--- src/rtl/uart_pkg.sv ---
// uart_pkg: shared types and constants for the UART receive path.
// Optional feature macro: PARITY_CHECK_EN (adds the PARITY state and Par_Err port).
package uart_pkg;

   // Receive sequencer states; encodings are fixed so that legacy code
   // that compares raw state bits keeps working.
   typedef enum logic [2:0] {
      IDLE   = 3'd0,
      START  = 3'd1,
      DATA   = 3'd2,
      PARITY = 3'd3,
      STOP   = 3'd4
   } rx_state_t;

   // Tick pulses per bit period; must match the baud tick generator.
   localparam int UART_OVERSAMPLE = 16;

   // Tick count at which the middle of the start bit is reached.
   localparam int UART_MID = UART_OVERSAMPLE / 2 - 1;

   // Default number of data bits per frame.
   localparam int UART_DATA_BITS = 8;

endpackage

--- src/rtl/uart_rx_sync.sv ---
// uart_rx_sync: multi-flop synchronizer for an asynchronous serial line.
// Resets to the idle (mark) level so a reset never looks like a start bit.
// Shared with the planned TX loopback path.
// Optional feature macro: PARITY_CHECK_EN (not used in this file).
module uart_rx_sync
   import uart_pkg::*;
#(
   parameter int   STAGES    = 2,
   parameter logic RESET_VAL = 1'b1
)(
   input  logic Clk,
   input  logic Rst_n,
   input  logic D,
   output logic Q
);

   logic [STAGES-1:0] stage_reg;
   logic [STAGES-1:0] stage_next;

   // Stage 0 captures the raw line, every later stage copies its predecessor.
   for (genvar gi = 0; gi < STAGES; gi++) begin : g_stage
      if (gi == 0) begin : g_first
         assign stage_next[gi] = D;
      end else begin : g_rest
         assign stage_next[gi] = stage_reg[gi-1];
      end
   end

   // Shift the line through the chain; reset presets every stage to idle.
   always_ff @(posedge Clk) begin
      if (!Rst_n) begin
         stage_reg <= {STAGES{RESET_VAL}};
      end else begin
         stage_reg <= stage_next;
      end
   end

   assign Q = stage_reg[STAGES-1];

endmodule

--- src/rtl/uart_rx_ctrl.sv ---
// uart_rx_ctrl: UART receive sequencer clocked by a 16x oversampling Tick.
// Finds the start bit, samples every bit at its midpoint, checks the stop
// bit and parks the byte in a one-entry holding register with a
// valid/ready handshake towards the command decoder.
// Optional feature macro: PARITY_CHECK_EN -- adds an even-parity bit after
// the data bits, a PARITY state and the Par_Err output port.
module uart_rx_ctrl
   import uart_pkg::*;
#(
   parameter int DATA_BITS  = UART_DATA_BITS,
   parameter int OVERSAMPLE = UART_OVERSAMPLE
)(
   input  logic                 Clk,
   input  logic                 Rst_n,
   input  logic                 Tick,
   input  logic                 Rx,
   output logic [DATA_BITS-1:0] Rx_Data,
   output logic                 Rx_Valid,
   input  logic                 Rx_Ready,
   output logic                 Frame_Err,
   output logic                 Overrun_Err,
`ifdef PARITY_CHECK_EN
   output logic                 Par_Err,
`endif
   output logic                 Busy
);

   // Raw state encodings, kept as plain constants for legacy compatibility.
   localparam logic [2:0] ST_IDLE   = 3'(IDLE);
   localparam logic [2:0] ST_START  = 3'(START);
   localparam logic [2:0] ST_DATA   = 3'(DATA);
`ifdef PARITY_CHECK_EN
   localparam logic [2:0] ST_PARITY = 3'(PARITY);
`endif
   localparam logic [2:0] ST_STOP   = 3'(STOP);

   localparam int SC_W  = $clog2(OVERSAMPLE);
   localparam int IDX_W = (DATA_BITS > 1) ? $clog2(DATA_BITS) : 1;

   // Start bit is re-checked half a bit in; every later bit is a full period apart.
   localparam logic [SC_W-1:0]  SC_MID   = SC_W'(OVERSAMPLE / 2 - 1);
   localparam logic [SC_W-1:0]  SC_LAST  = SC_W'(OVERSAMPLE - 1);
   localparam logic [IDX_W-1:0] IDX_LAST = IDX_W'(DATA_BITS - 1);

   logic                 rx_s;

   logic [2:0]           state_reg,     state_next;
   logic [SC_W-1:0]      sc_reg,        sc_next;
   logic [IDX_W-1:0]     idx_reg,       idx_next;
   logic [DATA_BITS-1:0] shift_reg,     shift_next;
   logic [DATA_BITS-1:0] data_reg,      data_next;
   logic                 valid_reg,     valid_next;
   logic                 frame_err_reg, frame_err_next;
   logic                 overrun_reg,   overrun_next;
`ifdef PARITY_CHECK_EN
   logic                 par_bad_reg,   par_bad_next;
   logic                 par_err_reg,   par_err_next;
`endif

   // All decisions use the synchronized line; the raw pin is never looked at.
   uart_rx_sync #(
      .STAGES    (2),
      .RESET_VAL (1'b1)
   ) u_rx_sync (
      .Clk   (Clk),
      .Rst_n (Rst_n),
      .D     (Rx),
      .Q     (rx_s)
   );

   // Next-state logic for the frame sequencer and the holding register.
   always_comb begin
      state_next     = state_reg;
      sc_next        = sc_reg;
      idx_next       = idx_reg;
      shift_next     = shift_reg;
      data_next      = data_reg;
      valid_next     = valid_reg;
      frame_err_next = 1'b0;
      overrun_next   = 1'b0;
`ifdef PARITY_CHECK_EN
      par_bad_next   = par_bad_reg;
      par_err_next   = 1'b0;
`endif

      // Consumer drains the holding register; a delivery below may refill it.
      if (valid_reg && Rx_Ready) begin
         valid_next = 1'b0;
      end

      case (state_reg)
         ST_IDLE: begin
            // Leaving idle needs no Tick: the falling edge itself starts timing.
            if (!rx_s) begin
               state_next = ST_START;
               sc_next    = '0;
            end
         end

         ST_START: begin
            if (Tick) begin
               if (sc_reg == SC_MID) begin
                  sc_next = '0;
                  if (!rx_s) begin
                     state_next = ST_DATA;
                     idx_next   = '0;
                  end else begin
                     // Line already back high at mid start bit: a glitch, not a frame.
                     state_next = ST_IDLE;
                  end
               end else begin
                  sc_next = sc_reg + SC_W'(1);
               end
            end
         end

         ST_DATA: begin
            if (Tick) begin
               if (sc_reg == SC_LAST) begin
                  sc_next    = '0;
                  // LSB arrives first, so each new bit enters at the top.
                  shift_next = {rx_s, shift_reg[DATA_BITS-1:1]};
                  idx_next   = idx_reg + IDX_W'(1);
                  if (idx_reg == IDX_LAST) begin
`ifdef PARITY_CHECK_EN
                     state_next = ST_PARITY;
`else
                     state_next = ST_STOP;
`endif
                  end
               end else begin
                  sc_next = sc_reg + SC_W'(1);
               end
            end
         end

`ifdef PARITY_CHECK_EN
         ST_PARITY: begin
            if (Tick) begin
               if (sc_reg == SC_LAST) begin
                  sc_next      = '0;
                  // Even parity: data ones plus the parity bit must be even.
                  par_bad_next = (^shift_reg) ^ rx_s;
                  state_next   = ST_STOP;
               end else begin
                  sc_next = sc_reg + SC_W'(1);
               end
            end
         end
`endif

         ST_STOP: begin
            if (Tick) begin
               if (sc_reg == SC_LAST) begin
                  // Return to idle at mid stop bit so a following start bit is not missed.
                  sc_next    = '0;
                  state_next = ST_IDLE;
                  if (!rx_s) begin
                     // Framing error takes precedence; the byte is never offered.
                     frame_err_next = 1'b1;
`ifdef PARITY_CHECK_EN
                  end else if (par_bad_reg) begin
                     par_err_next = 1'b1;
`endif
                  end else if (!valid_reg || Rx_Ready) begin
                     data_next  = shift_reg;
                     valid_next = 1'b1;
                  end else begin
                     // Holding register still full: keep the old byte, drop the new one.
                     overrun_next = 1'b1;
                  end
               end else begin
                  sc_next = sc_reg + SC_W'(1);
               end
            end
         end

         default: begin
            state_next = ST_IDLE;
            sc_next    = '0;
         end
      endcase
   end

   // Sequencer registers; reset abandons any partial frame.
   always_ff @(posedge Clk) begin
      if (!Rst_n) begin
         state_reg   <= ST_IDLE;
         sc_reg      <= '0;
         idx_reg     <= '0;
         shift_reg   <= '0;
`ifdef PARITY_CHECK_EN
         par_bad_reg <= 1'b0;
`endif
      end else begin
         state_reg   <= state_next;
         sc_reg      <= sc_next;
         idx_reg     <= idx_next;
         shift_reg   <= shift_next;
`ifdef PARITY_CHECK_EN
         par_bad_reg <= par_bad_next;
`endif
      end
   end

   // Holding register, handshake flag and single-cycle error pulses.
   always_ff @(posedge Clk) begin
      if (!Rst_n) begin
         data_reg      <= '0;
         valid_reg     <= 1'b0;
         frame_err_reg <= 1'b0;
         overrun_reg   <= 1'b0;
`ifdef PARITY_CHECK_EN
         par_err_reg   <= 1'b0;
`endif
      end else begin
         data_reg      <= data_next;
         valid_reg     <= valid_next;
         frame_err_reg <= frame_err_next;
         overrun_reg   <= overrun_next;
`ifdef PARITY_CHECK_EN
         par_err_reg   <= par_err_next;
`endif
      end
   end

   assign Rx_Data     = data_reg;
   assign Rx_Valid    = valid_reg;
   assign Frame_Err   = frame_err_reg;
   assign Overrun_Err = overrun_reg;
`ifdef PARITY_CHECK_EN
   assign Par_Err     = par_err_reg;
`endif
   assign Busy        = (state_reg != ST_IDLE);

endmodule
--- config.mk ---
export PLATFORM = sky130hd
export DESIGN_NAME = uart_rx_ctrl
export DESIGN_NICKNAME = d
export VERILOG_FILES = /design/src/rtl/uart_pkg.sv /design/src/rtl/uart_rx_sync.sv /design/src/rtl/uart_rx_ctrl.sv
export SDC_FILE = /design/constraint.sdc
export NUM_CORES = 1
export LEC_CHECK = 0
export CAP_MARGIN = 20
export CORE_ASPECT_RATIO = 0.75
export CORE_UTILIZATION = 48
export DETAILED_ROUTE_END_ITERATION = 8
export PLACE_DENSITY = 0.73
export SYNTH_ARGS = -nofsm -noshare
export SYNTH_HDL_FRONTEND = slang
export SYNTH_HIERARCHICAL = 1
export SYNTH_SLANG_ARGS = --single-unit
--- constraint.sdc ---
create_clock -name Clk -period 1.7 [get_ports Clk]
set_input_delay 0.255 -clock Clk [delete_from_list [all_inputs] [get_ports Clk]]
set_output_delay 0.255 -clock Clk [all_outputs]
set_load 0.005 [all_outputs]
==> key figures, run 1 <==
Outcome
  • Status: completed

Placement
  • Final RePlAce weighted congestion: 0.858
  • Port bufs: 16
  • Detailed Place HPWL: 1960 µm
  • Dpl cells: 194

Yosys
  • Predominant post-synthesis flop cell: dfxtp_1
  • Avg Cell Area, Syn: 10.1 µm²
  • Top cells by area, synth: dfxtp_1, mux2i_1, nor2_1
  • Number of synthesized flops with an enable pin: 0
  • Synth Area in Compound Gates: 11.5%
  • Xor/xnor cell area share of the yosys netlist: 0.636%
  • Largest family of logic cells by synthesized area: simple AND/OR/NAND/NOR gates
  • Cells after synthesis: 137
  • Adder-cell share of the synthesized area: 2.72%
  • Top-area cell type share of the netlist area: 45.0%
  • Synth Area in Simple Gates: 23.7%
  • Mux cell area share after synthesis: 12.4%
  • Synthesized Nets: 145
  • Synth cell count leaders: dfxtp_1, nor2_1, mux2i_1
  • Sequential share of the synthesized area: 45.0%
  • Count leader, synth: dfxtp_1
  • Yosys warning total: 6
  • Netlist cell types: 41
  • Post-synth ARST share: 0%
  • Flop and latch count out of synthesis: 31
  • Post-Syn Area: 0.00138 mm²
  • Cell taking the most area after synthesis: dfxtp_1

Setup path
  • Critical path arrival: 1.79 ns
  • Setup crit end kind: register
  • Startpoint class of the critical path: register
  • Critical path class: register to register
  • Worst path required time: 1.84 ns
  • Critical Path Fanout Max: 6

CTS
  • Maximum buffer depth of the clock tree: 2
  • Clk_lat worst skew: 0.28 ns
  • H-tree depth: 2
  • Clock root cell: clkbuf_8
  • Clk sinks: 31
  • Clock transition at the registers of the reported paths: 0.07 ns
  • TritonCTS clock tree: yes
  • Cts bufs inserted: 5

Routing
  • Via count: 1154
  • Drt drc: 0
  • Via density per instance: 5.68
  • Final ANT Viol Nets: 0
  • Drt wl/cell: 14.1 µm
  • DRT Pass-1 Iters: 4
  • Drt initial violations: 101
  • Final wirelength: 2870 µm

Timing
  • Worst-Margin Slew: 0.475 ns
  • Tcrit/Tclk final: 97.0%
  • Final number of setup-violating endpoints: 0
  • Slew margin rel.: 67.9%
  • RSZ-0062 raised after global routing: yes
  • Final Skew: 0.00854 ns
  • Fin. max-slew vios: 0
  • Hold Fails Final Rpt: 0
  • Fin crit period: 1.65 ns
  • Fmax: 607 MHz

Power
  • Sw frac: 27.8%
  • Power Internal: 1190 µW
  • LEAKAGE: 0.000740 µW
  • Tot Pwr: 1640 µW
  • Seq pwr share: 46.1%
  • NetSw: 456 µW
  • Peak supply drop: 0.000606 V
  • Power Density: 926 mW/mm²
  • Gate power share: 21.0%
  • Clock power share: 32.9%

Finish
  • # nets final: 174
  • Cell Count, Final, Fillers Out: 203
  • Fill count: 211
  • Multi-input gate area: 748 µm²
  • Reg area: 633 µm²
  • Number of inserted diodes: 0
  • Fraction of layout cells with a size suffix above 1: 22.2%
  • Syn-to-layout area delta: 28.8%

Die
  • Core area: 0.00266 mm²
  • Initial Utilization: 51.7%
  • DIE WIDTH: 63.9 µm
  • # IOs: 17
  • Die H: 48.4 µm
  • Die area: 0.00309 mm²
  • Std cell rows: 16

Min path
  • Worst hold path type: register to register

Global route
  • Antenna violations before repair: 0
  • GRT Total Usage: 20.4%
  • Largest net degree at the start of global routing: 20
  • First-pass GRT wire length: 4930 µm
  • Overflow after GRT: 0
  • Vias in the first global route: 1113

Flow run
  • Max-cap violations: 0
-- timing repair --
action                     in CTS  in global routing
setup endpoints to repair      14                 12
resized for setup               7                 12
hold buffers                    0                  0
pin swaps                       0                  7
buffers inserted                0                  1
-- area by class of cell --
cell class	instances	share of cell area, %
Clock buffer	7	4.30
Clock inverter	1	0.282
Tap cell	36	2.54
Sequential cell	31	35.7
Multi-Input combinational cell	97	42.2
Inverter	2	0.423
Timing Repair Buffer	29	14.6
-- logic make-up (layout without fill, tap and decap cells) --
logic type / after synthesis / count (layout)
compound gates: 23 / 23
xor+xnor: 1 / 1
fa+ha+maj: 3 / 3
buf+inv: 9 / 39
flops: 31 / 31
mux: 17 / 17
simple gates: 53 / 53
-- power groups by stage --
| stage | clock, µW | sequential (µW) | combinational (µW) |
|---|---|---|---|
| CTS | 554 | 759 | 310 |
| floorplan | 0 | 765 | 216 |
| global placement | 0 | 772 | 289 |
| global route | 591 | 761 | 373 |
| detailed placement | 0 | 773 | 298 |
| finish | 540 | 758 | 345 |
-- routing by layer --
metal  GRT usage (%)  part of all wire (%)  up-vias
met5               0                     0        -
met1            27.7                    45      551
li1                -                     -      549
met4            7.95                   2.4        0
met3            5.19                   7.0        9
met2            30.9                    46       45
-- path summary, 6_finish.rpt --
kind / startpoint / end / slack (ns) / cells past startpoint
worst max-delay path: sc_reg[1] / state_reg[0] / 0.05 / 6
worst max register to register: sc_reg[1] / state_reg[0] / 0.05 / 6
worst min register to register: u_rx_sync/stage_reg[0] / u_rx_sync/stage_reg[1] / 0.41 / 1
worst min-delay path: u_rx_sync/stage_reg[0] / u_rx_sync/stage_reg[1] / 0.41 / 1
-- worst max-delay path: stages (launching register included) --
cell      delay [ns]
dfxtp_2         0.35
ha_4            0.18
and3_1          0.18
o21a_1          0.14
nor2_2          0.06
o311ai_0        0.46
o31ai_2         0.13
-- through the flow --
stage / hold slack (ns) / TNS, ns / setup slack, ns / util (%) / instance area, µm²
2_1_floorplan: 0.328 / 0 / 0.0294 / - / 1380
3_3_place_gp: 0.390 / -2.24 / -0.202 / 61.0 / 1630
3_5_place_dp: 0.404 / -3.79 / -0.313 / 61.0 / 1630
4_1_cts: 0.419 / 0 / 0.0287 / 65.0 / 1730
5_1_grt: 0.449 / -0.189 / -0.0387 / 66.6 / 1770
6_report: 0.413 / 0 / 0.0514 / 66.6 / 1770
-- layout by cell type, fill, tap and decap left out, types with 3 or more instances in the layout --
cell,count
nand3_1,3
o21ai_0,3
buf_4,13
nand2b_1,4
dfxtp_2,4
nand2_1,6
mux2i_1,17
dfxtp_1,25
clkdlybuf4s50_1,14
clkbuf_8,5
nor2_1,20
a21oi_1,5
Note: power is estimated with default switching activity, not from simulation.
==> run 2, diff against run 1 <==
--- a/config.mk
+++ b/config.mk
@@ -10,6 +10,7 @@
 export CORE_UTILIZATION = 48
 export DETAILED_ROUTE_END_ITERATION = 8
 export PLACE_DENSITY = 0.73
+export SLEW_MARGIN = 10
 export SYNTH_ARGS = -nofsm -noshare
 export SYNTH_HDL_FRONTEND = slang
 export SYNTH_HIERARCHICAL = 1
==> constraint.sdc (replaced) <==
create_clock -name Clk -period 1.5 [get_ports Clk]
set_input_delay 0.225 -clock Clk [delete_from_list [all_inputs] [get_ports Clk]]
set_output_delay 0.225 -clock Clk [all_outputs]
set_load 0.005 [all_outputs]
==> run 2 against run 1 <==
The run now ends with negative setup slack left. Critical path type unchanged. Non-clock buffer count is 24 higher. First-iteration DRC count is 38% lower. Sequential share of layout area fell by 5.1 points. Register-to-register slack got worse by 0.20 ns. Fmax is essentially flat. Final cell count rose by 13%. Clock skew shrank 0.00053 ns.
==> key figures, run 2 (same netlist as run 1, synthesis figures left out) <==
Routing
  • Via count: 1326 (was 1154)
  • Final ANT Viol Nets: 0 (unchanged)
  • Drt drc: 0 (unchanged)
  • Via density per instance: 5.79 (was 5.68)
  • DRT Pass-1 Iters: 4 (unchanged)
  • Drt wl/cell: 17.6 µm (was 14.1 µm)
  • Final wirelength: 4030 µm (was 2870 µm)
  • Drt initial violations: 63 (was 101)

Global route
  • Vias in the first global route: 1231 (was 1113)
  • Met1 usage: 31.0% (was 27.7%)
  • Overflow after GRT: 0 (unchanged)
  • GRT busiest layer: met2 (unchanged)
  • GRT Total Usage: 24.7% (was 20.4%)
  • Antenna violations before repair: 0 (unchanged)
  • Met2 Track Usage GR: 39.2% (was 30.9%)
  • Largest net degree at the start of global routing: 16 (was 20)
  • First-pass GRT wire length: 5740 µm (was 4930 µm)
  • Met3 GRT Util: 5.19% (unchanged)

Timing
  • Final number of setup-violating endpoints: 15 (was 0)
  • Slew margin rel.: 68.6% (was 67.9%)
  • Hold Fails Final Rpt: 0 (unchanged)
  • Fin. max-slew vios: 0 (unchanged)
  • Tcrit/Tclk final: 110% (was 97.0%)
  • Fin crit period: 1.65 ns (about the same)
  • Worst-Margin Slew: 0.469 ns (was 0.475 ns)
  • Setup slack after layout: -0.149 ns (was 0.0514 ns)
  • Fmax: 606 MHz (was 607 MHz)
  • RSZ-0062 raised after global routing: yes (unchanged)
  • Final Skew: 0.00801 ns (was 0.00854 ns)

Setup path
  • CP Launch Point: state_reg[2] (was sc_reg[1])
  • Worst path required time: 1.72 ns (was 1.84 ns)
  • Reg-to-Reg Start: state_reg[2] (was sc_reg[1])
  • Worst r2r dst: sc_reg[2] (was state_reg[0])
  • Startpoint class of the critical path: register (unchanged)
  • Max stage delay on crit path: 0.55 ns (was 0.46 ns)
  • Critical path's slowest cell: or4b_4 (was o311ai_0)
  • Reg-to-reg setup timing slack: -0.15 ns (was 0.05 ns)
  • CP endpoint: sc_reg[2] (was state_reg[0])
  • Reg2Reg Depth: 5 (was 6)
  • Setup crit end kind: register (unchanged)
  • Crit-path cells: clkbuf_2 -> o21ai_1 -> o21ai_2 -> or4b_4 -> a21oi_2 (was ha_4 -> and3_1 -> o21a_1 -> nor2_2 -> o311ai_0 -> o31ai_2)
  • Critical Path Fanout Max: 6 (unchanged)
  • Critical path class: register to register (unchanged)
  • Critical path arrival: 1.87 ns (was 1.79 ns)

CTS
  • Cts bufs inserted: 5 (unchanged)
  • Maximum buffer depth of the clock tree: 2 (unchanged)
  • TritonCTS clock tree: yes (unchanged)
  • Clk_lat worst skew: 0.28 ns (about the same)
  • Clock root cell: clkbuf_8 (unchanged)
  • Clock transition at the registers of the reported paths: 0.07 ns (about the same)
  • Post-CTS Hold Fix Bufs: 0 (unchanged)
  • H-tree depth: 2 (unchanged)
  • Clk sinks: 31 (unchanged)

Placement
  • Detailed Place HPWL: 1980 µm (was 1960 µm)
  • Port bufs: 16 (unchanged)
  • Placement Cell Area: 0.00172 mm² (was 0.00163 mm²)
  • Dpl cells: 202 (was 194)
  • Final RePlAce weighted congestion: 0.864 (was 0.858)
  • Setup WS pre-CTS: -0.465 ns (was -0.313 ns)

Power
  • LEAKAGE: 0.000882 µW (was 0.000740 µW)
  • Peak supply drop: 0.000739 V (was 0.000606 V)
  • Tot Pwr: 2370 µW (was 1640 µW)
  • Power Density: 1140 mW/mm² (was 926 mW/mm²)

Die
  • Die H: 48.4 µm (unchanged)
  • Core area: 0.00266 mm² (unchanged)
  • Initial Utilization: 51.7% (unchanged)
  • DIE WIDTH: 63.9 µm (unchanged)
  • Die area: 0.00309 mm² (unchanged)
  • Std cell rows: 16 (unchanged)
  • # IOs: 17 (unchanged)

Outcome
  • Status: finished, violations left (was completed)
  • Failing checks: negative setup slack

Min path
  • Worst hold path type: register to register (unchanged)

Finish
  • Fraction of layout cells with a size suffix above 1: 38.3% (was 22.2%)
  • # nets final: 200 (was 174)
  • Fin area: 0.00207 mm² (was 0.00177 mm²)
  • Syn-to-layout area delta: 50.6% (was 28.8%)
  • Most frequent cells in the layout: buf_4, dfxtp_1, nor2_1 (was dfxtp_1, nor2_1, mux2i_1)
  • Utilization after layout: 77.9% (was 66.6%)
  • Cell Count, Final, Fillers Out: 229 (was 203)
  • Number of inserted diodes: 0 (unchanged)
  • Commonest non-fill, non-tap cell in the layout: buf_4 (was dfxtp_1)

Flow run
  • Max-cap violations: 0 (unchanged)
## run 2: cell types whose count changed in the layout (fill, tap and decap cells not counted), moves of 2 or more
cell      delta
a21oi_1      -2
a21oi_2      +2
buf_4       +18
o21ai_0      -2
buf_6        +6
clkbuf_1     -2
nor2_4       +2
dfxtp_2      -2
## run 2: power breakdown
group	leakage, µW	total (µW)	internal, µW	switching, µW
logic	0.000567	642	347	295
clock network	0.0000612	858	537	321
registers	0.000254	873	846	26.3
## run 2: how the worst min path moves through the flow
stage	slack (ns)	cells past startpoint	startpoint	to
after floorplan	0.30	1	Rst_n	u_rx_sync/stage_reg[0]
after global placement	0.39	1	u_rx_sync/stage_reg[0]	u_rx_sync/stage_reg[1]
after detailed placement	0.41	1	u_rx_sync/stage_reg[0]	u_rx_sync/stage_reg[1]
after CTS	0.42	1	u_rx_sync/stage_reg[0]	u_rx_sync/stage_reg[1]
after global routing	0.48	1	u_rx_sync/stage_reg[0]	u_rx_sync/stage_reg[1]
final	0.42	1	u_rx_sync/stage_reg[0]	u_rx_sync/stage_reg[1]
## run 2: layout make-up
cell class | count | area, µm²
sequential | 31 | 634
timing repair buffer | 53 | 454
tap | 36 | 45.0
inverter | 2 | 7.51
clock buffer | 6 | 82.6
multi-input combinational | 99 | 816
clock inverter | 2 | 35.0
fill | 156 | 588
## run 2: layer usage
| metal | vias up | wire length [µm] |
|---|---|---|
| li1 | 606 | - |
| met4 | 0 | 133 |
| met1 | 639 | 1690 |
| met3 | 15 | 301 |
| met5 | - | 0 |
| met2 | 66 | 1900 |
## run 2: metrics by stage
stage | hold WS (ns) | setup TNS [ns]
detailed placement | 0.407 | -7.98
floorplan | 0.298 | -0.0771
finish | 0.424 | -1.37
global route | 0.476 | -2.83
global placement | 0.389 | -6.91
CTS | 0.424 | -0.857
## run 2: what timing repair did
item | CTS | global route
endpoints found under the hold margin | 0 | 0
setup buffers | 6 | 12
gates cloned | 2 | 0
pin swaps | 3 | 15
resized for setup | 13 | 23
endpoints found under the setup margin | 26 | 27
## run 2: critical path, delay by kind of cell (launching register included)
family                 cells  cell delay (ns)
AO/OA/AOI/OAI              3             0.52
flip-flops                 1             0.37
buffers and inverters      1             0.14
AND/OR/NAND/NOR            1             0.55
==> run 3, diff against run 2 <==
--- a/config.mk
+++ b/config.mk
@@ -7,9 +7,12 @@
 export LEC_CHECK = 0
 export CAP_MARGIN = 20
 export CORE_ASPECT_RATIO = 0.75
+export CORE_MARGIN = 2
 export CORE_UTILIZATION = 48
 export DETAILED_ROUTE_END_ITERATION = 8
+export HOLD_SLACK_MARGIN = 0.02
 export PLACE_DENSITY = 0.73
+export REMOVE_ABC_BUFFERS = 1
 export SLEW_MARGIN = 10
 export SYNTH_ARGS = -nofsm -noshare
 export SYNTH_HDL_FRONTEND = slang
==> run 3 against run 2 <==
Highest routed layer unchanged. Non-clock buffer count is 8 lower. Setup slack worse by 0.044 ns. Clock skew is 0.0052 ns higher. Largest cell class unchanged. Sequential share of layout area is 1.7 points higher. Sequential power is 0.5% higher. Cell area is 5.3% lower. Via count is 6.2% lower. Register-to-register slack worse by 0.04 ns. The flow still finishes with violations (negative setup slack). Worst hold slack worse by 0.017 ns. First-iteration DRC count is 71% higher. Routed wire length is 8.0% lower. Clock power is 25% lower.
==> key figures, run 3 (same netlist as run 1, synthesis figures left out) <==
Die
  • Core area: 0.00266 mm² (unchanged)
  • DIE WIDTH: 65.9 µm (was 63.9 µm)
  • Std cell rows: 16 (unchanged)
  • # IOs: 17 (unchanged)
  • Initial Utilization: 51.7% (unchanged)
  • Die H: 50.4 µm (was 48.4 µm)
  • Die area: 0.00332 mm² (was 0.00309 mm²)

CTS
  • Clock root cell: clkbuf_8 (unchanged)
  • TritonCTS clock tree: yes (unchanged)
  • Post-CTS Hold Fix Bufs: 0 (unchanged)
  • Clock transition at the registers of the reported paths: 0.07 ns (about the same)
  • Clk sinks: 31 (unchanged)
  • H-tree depth: 2 (unchanged)
  • Cts bufs inserted: 5 (unchanged)
  • Maximum buffer depth of the clock tree: 2 (unchanged)
  • Clk_lat worst skew: 0.30 ns (was 0.28 ns)

Power
  • LEAKAGE: 0.000832 µW (was 0.000882 µW)
  • Power Density: 1060 mW/mm² (was 1140 mW/mm²)
  • Peak supply drop: 0.000691 V (was 0.000739 V)

Global route
  • Vias in the first global route: 1151 (was 1231)
  • GRT Total Usage: 22.5% (was 24.7%)
  • Overflow after GRT: 0 (unchanged)
  • Antenna violations before repair: 0 (unchanged)
  • First-pass GRT wire length: 5430 µm (was 5740 µm)
  • Largest net degree at the start of global routing: 17 (was 16)

Timing
  • Final Skew: 0.0132 ns (was 0.00801 ns)
  • Fmax: 591 MHz (was 606 MHz)
  • RSZ-0062 raised after global routing: yes (unchanged)
  • Worst-Margin Slew: 0.386 ns (was 0.469 ns)
  • Fin. max-slew vios: 0 (unchanged)
  • Setup TNS: -1.66 ns (was -1.37 ns)
  • Final number of setup-violating endpoints: 25 (was 15)
  • Setup slack after layout: -0.193 ns (was -0.149 ns)
  • Fin crit period: 1.69 ns (was 1.65 ns)
  • Tcrit/Tclk final: 113% (was 110%)
  • Slew margin rel.: 73.8% (was 68.6%)
  • Hold Fails Final Rpt: 0 (unchanged)

Routing
  • Drt wl/cell: 16.9 µm (was 17.6 µm)
  • Final wirelength: 3710 µm (was 4030 µm)
  • Final ANT Viol Nets: 0 (unchanged)
  • DRT Pass-1 Iters: 4 (unchanged)
  • Via count: 1244 (was 1326)
  • Via density per instance: 5.65 (was 5.79)
  • Drt drc: 0 (unchanged)
  • Drt initial violations: 108 (was 63)

Flow run
  • Max-cap violations: 0 (unchanged)

Setup path
  • Startpoint class of the critical path: register (unchanged)
  • Critical Path Fanout Max: 7 (was 6)
  • Worst path required time: 1.70 ns (was 1.72 ns)
  • Critical path arrival: 1.89 ns (was 1.87 ns)
  • Critical path class: register to register (unchanged)
  • Setup crit end kind: register (unchanged)

Finish
  • # nets final: 191 (was 200)
  • Number of inserted diodes: 0 (unchanged)
  • Syn-to-layout area delta: 42.6% (was 50.6%)
  • Most frequent cells in the layout: dfxtp_1, buf_4, nor2_1 (was buf_4, dfxtp_1, nor2_1)
  • Fraction of layout cells with a size suffix above 1: 34.8% (was 38.3%)
  • Commonest non-fill, non-tap cell in the layout: dfxtp_1 (was buf_4)
  • Fill count: 183 (was 156)

Placement
  • Final RePlAce weighted congestion: 0.901 (was 0.864)
  • Setup WS pre-CTS: -0.379 ns (was -0.465 ns)
  • Port bufs: 16 (unchanged)
  • Detailed Place HPWL: 2040 µm (was 1980 µm)

Min path
  • Worst hold path type: register to register (unchanged)

Outcome
  • Status: finished, violations left (unchanged)
  • Failing checks: negative setup slack (unchanged)
==> run 3: final timing paths <==
kind,start,end,slack (ns),depth (start not counted)
min,u_rx_sync/stage_reg[0],u_rx_sync/stage_reg[1],0.41,1
max reg2reg,state_reg[0],sc_reg[0],-0.19,6
max,state_reg[0],sc_reg[0],-0.19,6
min reg2reg,u_rx_sync/stage_reg[0],u_rx_sync/stage_reg[1],0.41,1
==> run 3: what timing repair did <==
item                                    CTS  global route
endpoints found under the setup margin   27            30
cloned                                    1             0
buffers inserted                          6             3
pin swaps                                15            10
hold endpoints to repair                  0             0
resized for setup                        31             9
==> run 3: where the power goes <==
group / leakage [µW] / switching [µW] / internal, µW / total [µW]
combinational: 0.000530 / 255 / 316 / 571
clock: 0.0000477 / 325 / 317 / 642
sequential: 0.000254 / 30.3 / 846 / 877
==> run 3: through the flow <==
stage / util (%) / hold slack (ns) / area, µm² / power (µW) / std cells
final: 73.8 / 0.406 / 1960 / 2090 / 220
after global routing: 73.8 / 0.425 / 1960 / 2170 / 220
after CTS: 71.8 / 0.411 / 1910 / 2030 / 218
after detailed placement: 63.9 / 0.396 / 1700 / 1290 / 204
after global placement: 63.9 / 0.392 / 1700 / 1280 / 204
after floorplan: - / 0.298 / 1330 / 1070 / 130
==> run 3: area by class of cell <==
cell class,count,area (µm²),share of cell area [%]
Clock inverter,3,15.0,0.764
Inverter,2,7.51,0.382
Clock buffer,5,68.8,3.50
Multi-Input combinational cell,98,801,40.8
Sequential cell,31,634,32.3
Tap cell,36,45.0,2.29
Timing Repair Buffer,45,393,20.0
==> run 3: routing by layer <==
metal	vias to the layer above	share of wire [%]	track usage [%]
li1	583	-	-
met1	607	43	28.5
met2	45	49	34.5
met3	9	5.8	9.19
met4	0	1.5	8.33
met5	-	0	0
==> run 3: worst max-delay path, cell delays in order (launching register included) <==
cell,delay (ns)
dfxtp_4,0.37
buf_6,0.12
nand2b_4,0.06
a211o_1,0.17
o31ai_4,0.12
or4_1,0.53
a21oi_1,0.23
